### src/rtl/ram_pkg.sv
// Shared types and constants for the 68000-side DRAM sequencer.
// Build option RAM_CBR_EN selects CAS-before-RAS refresh instead of RAS-only.
package ram_pkg;

  typedef enum logic [2:0] {
    IDLE,
    ROW,
    COL,
    HOLD,
    PRE,
    REF_CAS,
    REF_RAS,
    REF_PRE
  } ram_state_t;

  localparam int RW_DEF = 12;

  // 15.6 us refresh interval at a 25 MHz CLK -> 390 cycles per tick
  localparam int CLK_MHZ = 25;
  localparam int REF_NS = 15_600;
  localparam int REF_DIV_25M = CLK_MHZ * REF_NS / 1000;

endpackage

### src/rtl/ram_reftimer.sv
// Refresh tick divider with saturating pending-refresh counter.
// RefOvf is sticky until reset; RefTake retires one pending refresh.
module ram_reftimer #(
  parameter int  REF_DIV = 390,
  parameter int  REF_MAX = 4,
  localparam int PW      = $clog2(REF_MAX + 1)
) (
  input  logic          CLK,
  input  logic          nRST,
  input  logic          RefTake,
  output logic [PW-1:0] RefPend,
  output logic [PW-1:0] RefPendNext,
  output logic          RefOvf
);

  localparam int TW = $clog2(REF_DIV);

  logic [TW-1:0] tcnt_q, tcnt_d;
  logic [PW-1:0] pend_q, pend_d;
  logic          ovf_q, ovf_d;
  logic          tick;

  always_comb begin
    tick   = (tcnt_q == '0);
    tcnt_d = tick ? TW'(REF_DIV - 1) : tcnt_q - 1'b1;
    pend_d = pend_q;
    ovf_d  = ovf_q;
    if (tick && pend_q == PW'(REF_MAX))
      ovf_d = 1'b1;
    // a tick and a take in the same cycle cancel out
    unique case ({tick, RefTake})
      2'b10: if (pend_q != PW'(REF_MAX)) pend_d = pend_q + 1'b1;
      2'b01: pend_d = pend_q - 1'b1;
      default: ;
    endcase
  end

  always_ff @(posedge CLK or negedge nRST) begin
    if (!nRST) begin
      tcnt_q <= TW'(REF_DIV - 1);
      pend_q <= '0;
      ovf_q  <= 1'b0;
    end else begin
      tcnt_q <= tcnt_d;
      pend_q <= pend_d;
      ovf_q  <= ovf_d;
    end
  end

  assign RefPend     = pend_q;
  assign RefPendNext = pend_d;
  assign RefOvf      = ovf_q;

endmodule

### src/rtl/ram_seq.sv
// DRAM sequencer: row/column mux, RAS/CAS/WE strobes, deferred refresh.
// RAM_CBR_EN defined: CAS-before-RAS refresh; undefined: RAS-only refresh.
module ram_seq
  import ram_pkg::*;
#(
  parameter int  RW      = RW_DEF,
  parameter int  RAS_CYC = 2,
  parameter int  PRE_CYC = 2,
  parameter int  REF_DIV = REF_DIV_25M,
  parameter int  REF_MAX = 4,
  parameter int  REF_URG = 2,
  localparam int PW      = $clog2(REF_MAX + 1)
) (
  input  logic          CLK,
  input  logic          nRST,
  input  logic          AccReq,
  input  logic          AccEnd,
  input  logic [2*RW-1:0] A,
  input  logic          nWE,
  input  logic          nLDS,
  input  logic          nUDS,
  output logic          Ready,
  output logic [RW-1:0] RA,
  output logic          nRAS,
  output logic          nCAS,
  output logic          nLWE,
  output logic          nUWE,
  output logic [PW-1:0] RefPend,
  output logic          RefOvf
);

  localparam int CMAX = (RAS_CYC > PRE_CYC) ? RAS_CYC : PRE_CYC;
  localparam int CW   = $clog2(CMAX + 1);
  localparam logic [CW-1:0] RAS_LD = CW'(RAS_CYC - 1);
  localparam logic [CW-1:0] PRE_LD = CW'(PRE_CYC - 1);
`ifdef RAM_CBR_EN
  localparam ram_state_t REF_GO = REF_CAS;
`else
  localparam ram_state_t REF_GO = REF_RAS;
`endif

  ram_state_t    state_q, state_d;
  logic [CW-1:0] cnt_q, cnt_d;
  logic          take, urg;
  logic [PW-1:0] pend_d;
  logic          ready_q, ready_d;
  logic          ras_q, ras_d;
  logic          cas_q, cas_d;
  logic          lwe_q, lwe_d;
  logic          uwe_q, uwe_d;
  logic [RW-1:0] ra_q, ra_d;

  ram_reftimer #(
    .REF_DIV (REF_DIV),
    .REF_MAX (REF_MAX)
  ) u_reftimer (
    .CLK         (CLK),
    .nRST        (nRST),
    .RefTake     (take),
    .RefPend     (RefPend),
    .RefPendNext (pend_d),
    .RefOvf      (RefOvf)
  );

  assign urg = (RefPend >= PW'(REF_URG));

  always_comb begin
    state_d = state_q;
    cnt_d   = cnt_q;
    take    = 1'b0;
    unique case (state_q)
      IDLE: begin
        if (urg || (!AccReq && RefPend != '0)) begin
          state_d = REF_GO;
          cnt_d   = RAS_LD;
          take    = 1'b1;
        end else if (AccReq) begin
          state_d = ROW;
        end
      end
      ROW: state_d = COL;
      COL, HOLD: begin
        if (AccEnd) begin
          state_d = PRE;
          cnt_d   = PRE_LD;
        end else begin
          state_d = HOLD;
        end
      end
      REF_CAS: state_d = REF_RAS;
      REF_RAS: begin
        if (cnt_q == '0) begin
          state_d = REF_PRE;
          cnt_d   = PRE_LD;
        end else begin
          cnt_d = cnt_q - 1'b1;
        end
      end
      PRE, REF_PRE: begin
        if (cnt_q == '0) state_d = IDLE;
        else             cnt_d   = cnt_q - 1'b1;
      end
      default: state_d = IDLE;
    endcase
  end

  assign ready_d = (state_d == IDLE) && !(pend_d >= PW'(REF_URG));

`ifndef RAM_CBR_EN
  logic [RW-1:0] row_q, row_d;

  assign row_d = (state_q == REF_RAS && cnt_q == '0) ? row_q + 1'b1 : row_q;

  always_ff @(posedge CLK or negedge nRST) begin
    if (!nRST) row_q <= '0;
    else       row_q <= row_d;
  end
`endif

  // strobes are registered from the current state, one cycle behind it
  always_comb begin
    ras_d = 1'b1;
    cas_d = 1'b1;
    lwe_d = 1'b1;
    uwe_d = 1'b1;
    ra_d  = '0;
    unique case (state_q)
      ROW: begin
        ras_d = 1'b0;
        ra_d  = A[2*RW-1:RW];
      end
      COL: begin
        ras_d = 1'b0;
        cas_d = 1'b0;
        ra_d  = A[RW-1:0];
        lwe_d = !(!nLDS && !nWE);
        uwe_d = !(!nUDS && !nWE);
      end
      HOLD: begin
        ras_d = ras_q;
        cas_d = cas_q;
        lwe_d = lwe_q;
        uwe_d = uwe_q;
        ra_d  = ra_q;
      end
      REF_CAS: cas_d = 1'b0;
      REF_RAS: begin
        ras_d = 1'b0;
`ifdef RAM_CBR_EN
        cas_d = 1'b0;
`else
        ra_d  = row_q;
`endif
      end
      default: ;
    endcase
  end

  always_ff @(posedge CLK or negedge nRST) begin
    if (!nRST) begin
      state_q <= IDLE;
      cnt_q   <= '0;
      ready_q <= 1'b1;
      ras_q   <= 1'b1;
      cas_q   <= 1'b1;
      lwe_q   <= 1'b1;
      uwe_q   <= 1'b1;
      ra_q    <= '0;
    end else begin
      state_q <= state_d;
      cnt_q   <= cnt_d;
      ready_q <= ready_d;
      ras_q   <= ras_d;
      cas_q   <= cas_d;
      lwe_q   <= lwe_d;
      uwe_q   <= uwe_d;
      ra_q    <= ra_d;
    end
  end

  assign Ready = ready_q;
  assign nRAS  = ras_q;
  assign nCAS  = cas_q;
  assign nLWE  = lwe_q;
  assign nUWE  = uwe_q;
  assign RA    = ra_q;

endmodule

### config.mk
export PLATFORM = sky130hd
export DESIGN_NAME = ram_seq
export DESIGN_NICKNAME = d
export VERILOG_FILES = /design/src/rtl/ram_pkg.sv /design/src/rtl/ram_reftimer.sv /design/src/rtl/ram_seq.sv
export SDC_FILE = /design/constraint.sdc
export NUM_CORES = 1
export LEC_CHECK = 0
export ABC_CLOCK_PERIOD_IN_PS = 2230
export BUFFER_PORTS_ARGS = -buffer_cell sky130_fd_sc_hd__buf_2
export CORE_ASPECT_RATIO = 1.1
export CORE_UTILIZATION = 40
export CTS_BUF_LIST = sky130_fd_sc_hd__clkbuf_4 sky130_fd_sc_hd__clkbuf_8 sky130_fd_sc_hd__clkbuf_16
export CTS_CLUSTER_DIAMETER = 30
export DETAILED_ROUTE_END_ITERATION = 10
export PLACE_DENSITY = 0.61
export SLEW_MARGIN = 20
export SYNTH_ARGS = -nofsm -noshare
export SYNTH_HDL_FRONTEND = slang
export SYNTH_SLANG_ARGS = --single-unit
### constraint.sdc
create_clock -name CLK -period 2.23 [get_ports CLK]
set_clock_uncertainty 0.15 [all_clocks]
set_input_delay 0 -clock CLK [delete_from_list [all_inputs] [get_ports CLK]]
set_output_delay 0 -clock CLK [all_outputs]
set_load 0.01 [all_outputs]
Yosys cells after proc, flatten, opt, wreduce, memory -nomap -nowiden

Cells that the tools add are included.

Bits in registers: 47
Bits of input ports: 31
Word-level logic and storage cells: 79

Add/sub/neg operators: 5
Reductions and logical operators: 25
Equality and inequality tests: 14
$lt $le $gt $ge: 2
Mux-type cells: 21

Operators by type and width:

| kind                  | number |
|---|---|
| $pmux 12 s4           | 1 |
| $mux 3                | 6 |
| $pmux 3 s6            | 1 |
| $eq 3x3->1 const B    | 5 |
| $add 12x1->12 const B | 1 |
| $logic_not 9->1       | 1 |
| $mux 9                | 1 |
| $sub 9x1->9 const B   | 1 |
| $mux 2                | 4 |
| $pmux 1 s2            | 4 |
| $pmux 2 s4            | 1 |
| $logic_not 1->1       | 7 |
| $eq 3x2->1 const B    | 2 |
| $ge 3x2->1 const B    | 2 |
| $logic_and 1x1->1     | 6 |
| $logic_not 3->1       | 2 |
| $ne 2x2->1 const B    | 3 |
| $pmux 3 s2            | 1 |
| $reduce_or 2->1       | 3 |
| $reduce_and 4->1      | 1 |
| $reduce_bool 4->1     | 1 |
| $add 3x1->3 const B   | 1 |
| $eq 3x1->1 const B    | 1 |
| $ne 3x3->1 const B    | 1 |
| 9 further kinds       | 10 |

Longest topological paths before layout

Gate-level depths: netlist of run 1.

Depth after elaboration: 10
Depth in mapped cells: 10

Modules after synthesis

From an unflattened synthesis of run 1, not the netlist that was laid out.

Cells, all modules: 240
Area, all modules: 2541.2 um2

By module, submodules not included:

| module       | instances | sequential area each (um2) | area each (um2) | cells each |
|---|---|---|---|---|
| ram_seq      | 1         | 857.1                      | 1845.5          | 172 |
| ram_reftimer | 1         | 330.3                      | 695.7           | 68 |

Least setup slack after synthesis of run 1

Ideal clock, no wire load.

Kind: flip-flop to flip-flop
Start: reg u_reftimer.pend_q[0] (netlist: u_reftimer.RefPend[0])
End: reg ready_q (netlist: Ready)
Setup time: 90 ps
Arrival time: 2130 ps
Slack: -140 ps
Stages on the path, launching flop included: 11
Required time: 1990 ps
Cell sequence: dfrtp_1 inv_1 ha_1 nor3_1 o21ai_0 and2_1 ha_1 nor3b_1 o21ai_0 o21ai_0 nor4_2

Longest elaborated chain between the ends: 10

RTL lines:

| what                                               | RTL line           | text |
|---|---|---|
| start, declared                                    | ram_reftimer.sv:19 | `logic [PW-1:0] pend_q, pend_d;` |
| start signal, assigned                             | ram_reftimer.sv:45 | `pend_q <= pend_d;` |
| branches (longest 6 deep; another with $ge 3x2->1) | n/a                |  |
| $pmux 3 s2 *                                       | ram_reftimer.sv:31 | `unique case ({tick, RefTake})` |
| net pend_d[2]                                      | ram_seq.sv:45      | `logic [PW-1:0] pend_d;` |
| $ge 3x2->1 *                                       | ram_seq.sv:107     | `assign ready_d = (state_d == IDLE) && !(pend_d >= PW'(REF_URG));` |
| $logic_not 1->1 *                                  | ram_seq.sv:107     |  |
| $logic_and 1x1->1 *                                | ram_seq.sv:107     |  |
| net ready_d                                        | ram_seq.sv:46      | `logic ready_q, ready_d;` |
| end signal, assigned                               | ram_seq.sv:172     | `ready_q <= ready_d;` |
| end, declared                                      | ram_seq.sv:46      |  |

Mark *: on every way through the listed nets, which the timed path passes.
A chain may end at the register's enable or synchronous reset.

Worst setup path after layout of run 1

Start: reg u_reftimer.tcnt_q[2]
End: reg u_reftimer.pend_q[0] (netlist: u_reftimer.RefPend[0])

Longest elaborated chain between the ends: 3

RTL lines:

| what                                     | RTL line           | text |
|---|---|---|
| start, declared                          | ram_reftimer.sv:18 | `logic [TW-1:0] tcnt_q, tcnt_d;` |
| start signal, assigned                   | ram_reftimer.sv:40 | `tcnt_q <= TW'(REF_DIV - 1);` |
| start signal, assigned                   | ram_reftimer.sv:44 | `tcnt_q <= tcnt_d;` |
| $logic_not 9->1 *                        | ram_reftimer.sv:24 | `tick = (tcnt_q == '0);` |
| $eq 2x1->1 or $eq 2x2->1 (tied branches) | ram_reftimer.sv:31 |  |
| $pmux 3 s2 *                             | ram_reftimer.sv:31 |  |
| net pend_d[0]                            | ram_seq.sv:45      |  |

Mark *: on every way through the listed nets, which the timed path passes. The rest lies on a longest branch.

==> impl_metrics.py, run 1 <==
metrics = {
    "outcome": {
        "status": "finished, violations left",
        "violations": "negative setup slack",
    },
    "sta": {
        "period_needed_ns": 2.24,
        "hold_viol": 0,
        "slew_headroom_pct": 37.1,
        "setup_tns_ns": -0.00649,
        "setup_ws_ns": -0.00649,
        "clock.fmax_mhz": 447,
        "period_share_pct": 100,
        "worst_pin_slew_ns": 0.944,
        "setup_viol": 1,
        "rsz0062_at_grt": "yes",
        "drv_slew": 0,
    },
    "power_and_ir_drop": {
        "internal-power_mw": 2.07,
        "ir_worst_vdd_uv": 391,
        "p_clk_share_pct": 17.7,
        "power.switching_mw": 1.23,
        "p_per_area_nw_per_um2": 943,
        "p_comb_share_pct": 46.8,
        "pwr-share-seq_pct": 35.5,
        "power.leakage_nw": 1.66,
        "sw_frac_of_total_pct": 37.2,
    },
    "critical_path": {
        "critPathTopFamily": "simple AND/OR/NAND/NOR gates",
        "critPathBufInv": 0,
        "path_class": "reg -> reg",
        "endpoint_kind": "flip-flop",
        "r2r_cells": 7,
        "crit_path_start": "u_reftimer.tcnt_q[2]",
        "arrival_ns": 2.28,
        "cp_max_fo": 5,
        "cp_num_cells": 7,
        "rr_startpoint": "u_reftimer.tcnt_q[2]",
        "required_ns": 2.27,
        "path_cells": "or4_4 > nor2_4 > nand3_4 > ha_4 > a211oi_2 > a31o_2 > a221o_1",
        "cpPeakStageDelay_ns": 0.55,
        "critPathSlowestCell": "or4_4",
        "worstSetupStartpointType": "flip-flop",
    },
    "synth": {
        "synth_cell_type_count": 45,
        "synth_cells": 246,
        "synth_seq_cells": 47,
        "synth.net_count": 288,
        "synth-seq-area-share_pct": 46.8,
        "synth_area_um2": 2530,
        "yosys_warnings": 0,
        "synth_edf_count": 0,
        "synthArstFlopShare_pct": 100,
        "synth_flop_cell": "dfrtp_1",
        "avgSynthCellArea_um2": 10.3,
    },
    "detailed_routing": {
        "first_iter_violations": 106,
        "detail_route.wl_per_cell_um": 14.3,
        "wirelength_um": 6230,
        "vias_per_cell": 5.03,
        "vias": 2189,
        "ant_nets": 0,
        "drc": 0,
        "first_pass_iters": 4,
    },
    "final_layout": {
        "n_antenna_cell": 0,
        "layout-drive-gt1-share_pct": 32.1,
        "fin_nets": 396,
        "syn_to_final_growth_pct": 37.8,
        "design_area_um2": 3490,
    },
    "placed_design": {
        "port_buffers": 51,
        "placed_area_um2": 3030,
        "dp_hpwl_um": 4110,
        "gp_congestion": 0.842,
    },
    "cts": {
        "numCtsBuffers": 5,
        "root_buffer": "clkbuf_8",
        "htree_levels": 2,
        "clkTransAtPathRegs_ns": 0.09,
        "cts.sinks": 47,
        "clock_tree.buffer_depth": 2,
        "clk_latency_ns": 0.30,
        "cts_tree": "built",
    },
    "job": {
        "maxCapViolCount": 0,
    },
    "floorplanning": {
        "ios": 52,
        "die_x_um": 77.9,
        "design.die.area_um2": 6660,
        "dieHeight_um": 85.5,
        "start_util_pct": 41.2,
        "coreArea_um2": 6160,
        "rows": 30,
    },
    "global_routing": {
        "grtUsageTotal_pct": 20.4,
        "grt_max_degree": 42,
        "grt_pass1_wl_um": 10600,
        "grt_pass1_vias": 2257,
        "antenna_found_initial": 0,
        "grt-ovfl-total": 0,
    },
    "worst_hold_path": {
        "hold_path_class": "in -> async",
    },
}
area by class of cell:
type / instances / area (um^2)
clock buffers: 8 / 104
fillers: 540 / 2660
inverters: 12 / 46.3
multi-input cells: 179 / 1280
flip-flops and latches: 47 / 1190
well taps: 80 / 100
repair buffers: 109 / 772
power groups by stage:
stage | logic, mW | registers (mW) | clock network [mW]
6_report | 1.54 | 1.17 | 0.584
3_5_place_dp | 1.40 | 1.18 | 0
3_3_place_gp | 1.39 | 1.18 | 0
5_1_grt | 1.71 | 1.20 | 0.631
4_1_cts | 1.53 | 1.17 | 0.601
2_1_floorplan | 0.842 | 1.24 | 0
synth_stat cells (5+ instances only):
cell type	instances	area [um^2]
o22ai_1	9	56.3
a21oi_1	10	50.1
dfrtp_1	38	951
xnor2_1	12	105
nand2_1	20	75.1
xor2_1	6	52.6
nor2b_1	6	37.5
buf_2	5	25.0
nor3_1	8	40.0
o21ai_0	12	60.1
dfstp_2	9	236
inv_1	11	41.3
a22oi_1	12	90.1
nand3_1	5	25.0
nor2_1	19	71.3
ha_1	11	138
mux2i_1	14	140
logic make-up (layout without fill, tap and decap cells):
group	after synthesis	count (layout)	share of synthesized area [%]
buf+inv	20	129	3.55
xor+xnor	18	18	6.22
fa+ha+maj	11	11	5.43
mux	14	14	5.53
flops	47	47	46.8
compound gates	53	53	14.0
simple gates	83	83	18.5
final timing paths:
path,to,slack [ns]
min,u_reftimer.RefPend[0],0.21
max,u_reftimer.RefPend[0],-0.006
min reg2reg,row_q[11],0.33
min in group CLK,RA[6],0.30
max in group asynchronous,RA[9],1.08
max reg2reg,u_reftimer.RefPend[0],-0.006
flip-flops by register name, summed over array words and instances, names as in the netlist:
signal / flops
row_q: 12
u_reftimer.RefOvf: 1
u_reftimer.tcnt_q: 9
u_reftimer.RefPend: 3
nRAS: 1
RA: 12
nUWE: 1
state_q: 3
nCAS: 1
cnt_q: 2
Ready: 1
nLWE: 1
stage by stage:
stage          cells  utilization, %  hold slack [ns]  power, mW  worst slack, ns
2_1_floorplan    246               -           -0.446       2.08          -0.0360
3_3_place_gp     392            49.3           0.0394       2.57          -0.0161
3_5_place_dp     392            49.3           0.0476       2.58          -0.0990
4_1_cts          433            56.4            0.257       3.29         0.000400
5_1_grt          435            56.7            0.309       3.53           -0.104
6_report         435            56.7            0.210       3.29         -0.00649
metal layers:
metal / part of all wire (%) / global-route usage (%)
met4: 1.0 / 7.41
met2: 52 / 35.8
met5: 0 / 0
met3: 3.3 / 2.66
met1: 44 / 25.9
cells in the final DEF, fill, tap and decap left out, types with 5 or more instances in the layout:
master,instances
dfstp_2,9
clkbuf_8,7
o22ai_1,9
buf_2,51
mux2i_1,14
a21oi_1,10
ha_1,10
xor2_1,6
nand2_1,20
xnor2_1,12
nor3_1,7
dfrtp_1,37
buf_4,26
dlygate4sd3_1,31
nor2_1,19
a22oi_1,12
inv_1,11
o21ai_0,8
nand3_1,5
nor2b_1,6
repair_timing:
action / CTS / global route
buffers inserted: 2 / 2
endpoints found under the setup margin: 2 / 7
hold buffers: 31 / 0
pin swaps: 2 / 4
resized for setup: 4 / 4
endpoints found under the hold margin: 48 / 0
(Power assumes the default switching activity.)
==> run 2, diff against run 1 <==
RECOVER_POWER = 50   (was default)
==> run 2 against run 1 <==
  * The flow still finishes with violations (negative setup slack)
  * Hold slack improved by 0.031 ns
  * First-iteration DRC count rose by 12%
  * Setup slack barely moved
  * Sequential share of layout area increased by 0.18 points
  * Highest routed layer unchanged
==> impl_metrics.py, run 2 (synthesis results as in run 1) <==
metrics = {
    "floorplanning": {
        "start_util_pct": 41.2,
        "ios": 52,
        "rows": 30,
        "die_x_um": 77.9,
        "dieHeight_um": 85.5,
        "coreArea_um2": 6160,
        "design.die.area_um2": 6660,
    },
    "placed_design": {
        "gp_congestion": 0.842,
        "dp_hpwl_um": 4110,
        "place_ws_ns": -0.0990,
        "port_buffers": 51,
    },
    "critical_path": {
        "rr_startpoint": "u_reftimer.tcnt_q[2]",
        "r2r_cells": 7,
        "endpoint_kind": "flip-flop",
        "cpPeakStageDelay_ns": 0.55,
        "path_cells": "or4_4 > nor2_4 > nand3_4 > ha_4 > a211oi_2 > a31o_2 > a221o_1",
        "required_ns": 2.27,
        "worstSetupStartpointType": "flip-flop",
        "critPathSlowestCell": "or4_4",
        "path_class": "reg -> reg",
        "r2r-end": "u_reftimer.RefPend[0]",
        "reg2reg_slack_ns": -0.007,
        "arrival_ns": 2.28,
        "cp_max_fo": 5,
    },
    "global_routing": {
        "grt_max_degree": 42,
        "antenna_found_initial": 0,
        "grt-ovfl-total": 0,
        "grt_pass1_wl_um": 10600,
        "grt_pass1_vias": 2257,
        "grtUsageTotal_pct": 20.4,
    },
    "sta": {
        "setup_viol": 1,
        "setup_ws_ns": -0.00685,
        "rsz0062_at_grt": "yes",
        "slew_headroom_pct": 29.9,
        "hold_viol": 0,
        "period_share_pct": 100,
        "worst_pin_slew_ns": 1.05,
        "setup_tns_ns": -0.00685,
        "clock.fmax_mhz": 447,
        "period_needed_ns": 2.24,
        "holdWs_ns": 0.241,
        "drv_slew": 0,
    },
    "cts": {
        "clk_latency_ns": 0.30,
        "numCtsBuffers": 5,
        "clock_tree.buffer_depth": 2,
        "cts_tree": "built",
        "clkTransAtPathRegs_ns": 0.09,
        "cts.sinks": 47,
        "root_buffer": "clkbuf_8",
        "htree_levels": 2,
    },
    "detailed_routing": {
        "top_layer": "met4",
        "dr_wl_met2_um": 3210,
        "vias": 2200,
        "ant_nets": 0,
        "detail_route.wl_per_cell_um": 14.4,
        "vias_per_cell": 5.06,
        "met3_length_um": 165,
        "first_pass_iters": 4,
        "drc": 0,
        "first_iter_violations": 119,
        "wirelength_um": 6270,
        "drt-met1-wl_um": 2820,
    },
    "worst_hold_path": {
        "hold_path_class": "in -> async",
    },
    "final_layout": {
        "layout-drive-gt1-share_pct": 27.0,
        "layout_common_cells": "37 x dfrtp_1, 35 x buf_2, 31 x dlygate4sd3_1",
        "n_antenna_cell": 0,
        "fin_nets": 396,
        "syn_to_final_growth_pct": 37.1,
        "final_common_cell": "dfrtp_1",
        "fillerInstances": 550,
    },
    "power_and_ir_drop": {
        "p_total_mw": 3.28,
        "pwr-share-seq_pct": 35.6,
        "power.leakage_nw": 1.60,
        "p_per_area_nw_per_um2": 945,
        "internal-power_mw": 2.04,
        "p_clk_share_pct": 17.8,
        "ir_worst_vdd_uv": 393,
        "power.switching_mw": 1.24,
        "p_comb_share_pct": 46.6,
        "sw_frac_of_total_pct": 37.8,
    },
    "job": {
        "maxCapViolCount": 0,
    },
    "outcome": {
        "violations": "negative setup slack",
        "status": "finished, violations left",
    },
}
[run 2: cell type report]
class / instances / area [um^2] / share of cell area, %
multi-input combinational: 179 / 1280 / 36.9
sequential: 47 / 1190 / 34.2
timing repair buffer: 109 / 753 / 21.7
clock buffer: 8 / 104 / 2.99
tap: 80 / 100 / 2.88
inverter: 12 / 46.3 / 1.33
[run 2: stage by stage]
| stage | utilization [%] | std cells | instance area [um^2] |
|---|---|---|---|
| floorplan | - | 246 | 2550 |
| global route | 56.4 | 435 | 3470 |
| finish | 56.4 | 435 | 3470 |
| CTS | 56.4 | 433 | 3470 |
| detailed placement | 49.3 | 392 | 3030 |
| global placement | 49.3 | 392 | 3030 |
[run 2: routing by layer]
layer	GRT usage, %	vias to the layer above
met2	35.8	48
met3	2.66	9
met5	0	-
met1	25.9	1056
li1	-	1087
met4	7.41	0
[run 2: repair_timing]
action,CTS,global route
setup endpoints to repair,2,7
gates resized for setup,4,4
buffers inserted,2,2
endpoints found under the hold margin,48,0
hold buffers,31,0
pin swaps,2,4
[run 2: worst max path at each step]
| stage | startpoint | endpoint | slack [ns] |
|---|---|---|---|
| after floorplan | u_reftimer.tcnt_q[5] | u_reftimer.RefPend[0] | -0.04 |
| after global placement | u_reftimer.tcnt_q[5] | Ready | -0.02 |
| after detailed placement | u_reftimer.RefPend[0] | Ready | -0.1 |
| after CTS | u_reftimer.tcnt_q[5] | u_reftimer.RefPend[0] | 0.0004 |
| after global routing | u_reftimer.RefPend[0] | u_reftimer.RefPend[0] | -0.10 |
| final | u_reftimer.tcnt_q[2] | u_reftimer.RefPend[0] | -0.007 |
[run 2: power by group through the flow]
stage	Clock, mW	Sequential, mW	Combinational, mW
after CTS	0.601	1.17	1.53
after detailed placement	0	1.18	1.40
after global routing	0.630	1.20	1.69
final	0.585	1.17	1.53
after global placement	0	1.18	1.39
after floorplan	0	1.24	0.842
[run 2: worst max-delay path: cells and delay by family (launching register included)]
kind | cells | cell delay, ns
AO/OA/AOI/OAI | 3 | 0.53
adder cells (fa/ha/maj) | 1 | 0.30
flip-flops | 1 | 0.38
AND/OR/NAND/NOR | 3 | 0.78
==> run 3, diff against run 2 <==
==> constraint.sdc (replaced) <==
create_clock -name CLK -period 2.23 [get_ports CLK]
set_clock_uncertainty 0.15 [all_clocks]
set_input_delay 0.446 -clock CLK [delete_from_list [all_inputs] [get_ports CLK]]
set_output_delay 0.446 -clock CLK [all_outputs]
set_load 0.01 [all_outputs]
==> run 3 against run 2 <==
  * The flow still finishes with violations (negative setup slack)
  * Final area is 6.9% lower
  * Register-to-register slack about the same
  * Largest cell class unchanged
  * Wire length down 7.8%
  * Highest routed layer unchanged
  * Sequential power is essentially flat
  * Sequential share of layout area rose by 2.5 points
  * First-iteration DRC count is 23% lower
  * Largest power group unchanged
  * Combinational power shrank 8%
  * Core utilization is 3.9 points lower
  * Fmax is 0.27% lower
==> impl_metrics.py, run 3 (synthesis results as in run 1) <==
metrics = {
    "outcome": {
        "status": "finished, violations left",
        "violations": "negative setup slack",
    },
    "sta": {
        "clock.fmax_mhz": 446,
        "rsz0062_at_grt": "yes",
        "period_share_pct": 101,
        "setup_viol": 1,
        "slew_headroom_pct": 22.4,
        "setup_tns_ns": -0.0129,
        "drv_slew": 0,
        "hold_viol": 0,
        "period_needed_ns": 2.24,
        "worst_pin_slew_ns": 1.16,
        "holdWs_ns": 0.191,
        "setup_ws_ns": -0.0129,
    },
    "cts": {
        "cts.sinks": 47,
        "numCtsBuffers": 5,
        "cts_tree": "built",
        "clock_tree.buffer_depth": 2,
        "root_buffer": "clkbuf_8",
        "clkTransAtPathRegs_ns": 0.09,
        "clk_latency_ns": 0.31,
        "htree_levels": 2,
    },
    "critical_path": {
        "required_ns": 2.28,
        "arrival_ns": 2.29,
        "cpPeakStageDelay_ns": 0.55,
        "critPathSlowestCell": "or4_4",
        "cp_max_fo": 6,
        "path_class": "reg -> reg",
        "worstSetupStartpointType": "flip-flop",
        "endpoint_kind": "flip-flop",
        "path_cells": "or4_4 > nor2_4 > nand3_4 > ha_4 > a211oi_2 > a31o_2 > a221o_1",
    },
    "power_and_ir_drop": {
        "p_clk_share_pct": 22.5,
        "sw_frac_of_total_pct": 36.1,
        "p_comb_share_pct": 42.5,
        "ir_worst_vdd_uv": 589,
        "internal-power_mw": 2.12,
        "p_per_area_nw_per_um2": 1020,
        "power.switching_mw": 1.20,
        "power.leakage_nw": 1.51,
        "pwr-share-seq_pct": 35.0,
    },
    "detailed_routing": {
        "first_iter_violations": 92,
        "wirelength_um": 5780,
        "vias_per_cell": 5.18,
        "first_pass_iters": 5,
        "drc": 0,
        "detail_route.wl_per_cell_um": 14.3,
        "vias": 2097,
        "ant_nets": 0,
    },
    "floorplanning": {
        "start_util_pct": 41.2,
        "rows": 30,
        "die_x_um": 77.9,
        "dieHeight_um": 85.5,
        "ios": 52,
        "coreArea_um2": 6160,
        "design.die.area_um2": 6660,
    },
    "global_routing": {
        "grt_max_degree": 28,
        "grt-ovfl-total": 0,
        "grt_pass1_wl_um": 9530,
        "grt_pass1_vias": 2032,
        "grtUsageTotal_pct": 18.4,
        "antenna_found_initial": 0,
    },
    "final_layout": {
        "multi_input_area_um2": 1300,
        "syn_to_final_growth_pct": 27.6,
        "fillerInstances": 564,
        "final_common_cell": "buf_2",
        "fin_nets": 366,
        "n_antenna_cell": 0,
        "layout_common_cells": "38 x buf_2, 37 x dfrtp_1, 26 x buf_4",
        "layout-drive-gt1-share_pct": 32.6,
        "seqCellArea_um2": 1190,
    },
    "placed_design": {
        "dp_hpwl_um": 4190,
        "gp_congestion": 0.849,
        "port_buffers": 51,
    },
    "worst_hold_path": {
        "hold_path_class": "in -> reg",
    },
    "job": {
        "maxCapViolCount": 0,
    },
}
run 3: changes by cell type in the layout (fill, tap and decap cells not counted), sizes merged:
cell	previous run	this run
dlygate4sd3	31	1
clkbuf	24	19
buf	62	65
bufinv	0	2
run 3: final timing paths:
kind / start / end / slack [ns] / depth (start not counted)
max in group asynchronous: nRST / u_reftimer.tcnt_q[2] / 0.41 / 3
hold reg to reg: u_reftimer.RefOvf / u_reftimer.RefOvf / 0.33 / 1
min in group asynchronous: nRST / u_reftimer.RefOvf / 0.73 / 2
hold / removal: A[21] / RA[9] / 0.19 / 3
setup / recovery: u_reftimer.tcnt_q[5] / u_reftimer.RefPend[0] / -0.01 / 7
setup reg to reg: u_reftimer.tcnt_q[5] / u_reftimer.RefPend[0] / -0.01 / 7
run 3: area by class of cell:
| cell class | instances | share of cell area (%) |
|---|---|---|
| inverter | 12 | 1.43 |
| multi-input combinational | 179 | 40.2 |
| clock inverter | 2 | 1.86 |
| sequential | 47 | 36.7 |
| clock buffer | 6 | 2.36 |
| tap | 80 | 3.09 |
| timing repair buffer | 79 | 14.3 |
run 3: stage by stage:
step           util [%]  area [um^2]  total power, mW  instances  setup slack (ns)
2_1_floorplan         -         2550             2.08        246           -0.0360
6_report           52.6         3240             3.31        405           -0.0129
5_1_grt            52.6         3240             3.55        405            -0.105
3_5_place_dp       49.6         3050             2.58        393           -0.0694
3_3_place_gp       49.6         3050             2.58        393           -0.0163
4_1_cts            52.3         3220             3.35        404          -0.00426
run 3: power by group through the flow:
stage                     logic (mW)  clock network [mW]  registers (mW)
after floorplan                0.842                   0            1.24
after global placement          1.40                   0            1.18
after detailed placement        1.41                   0            1.17
after CTS                       1.43               0.763            1.16
after global routing            1.57               0.791            1.18
final                           1.41               0.745            1.16
run 3: metal layers:
layer	vias up	routed length, um	part of all wire (%)	GRT usage, %
li1	1028	-	-	-
met1	1014	2570	45	23.4
met2	49	2920	50	32.1
met3	6	218	3.8	2.45
met4	0	69	1.2	7.07
met5	-	0	0	0
run 3: critical path, delay by kind of cell (launching register included):
| kind | cells | cell delay [ns] |
|---|---|---|
| adders and majority gates | 1 | 0.31 |
| AOI/OAI and AO/OA | 3 | 0.53 |
| and+or+nand+nor | 3 | 0.75 |
| DFF | 1 | 0.40 |
run 3: timing repair:
| item | 4_1_cts | 5_1_grt |
|---|---|---|
| endpoints found under the setup margin | 2 | 3 |
| hold buffers | 1 | 0 |
| buffers inserted | 2 | 1 |
| hold endpoints to repair | 15 | 0 |
| pin swaps | 2 | 0 |
| resized for setup | 4 | 8 |
| gates cloned | 0 | 0 |
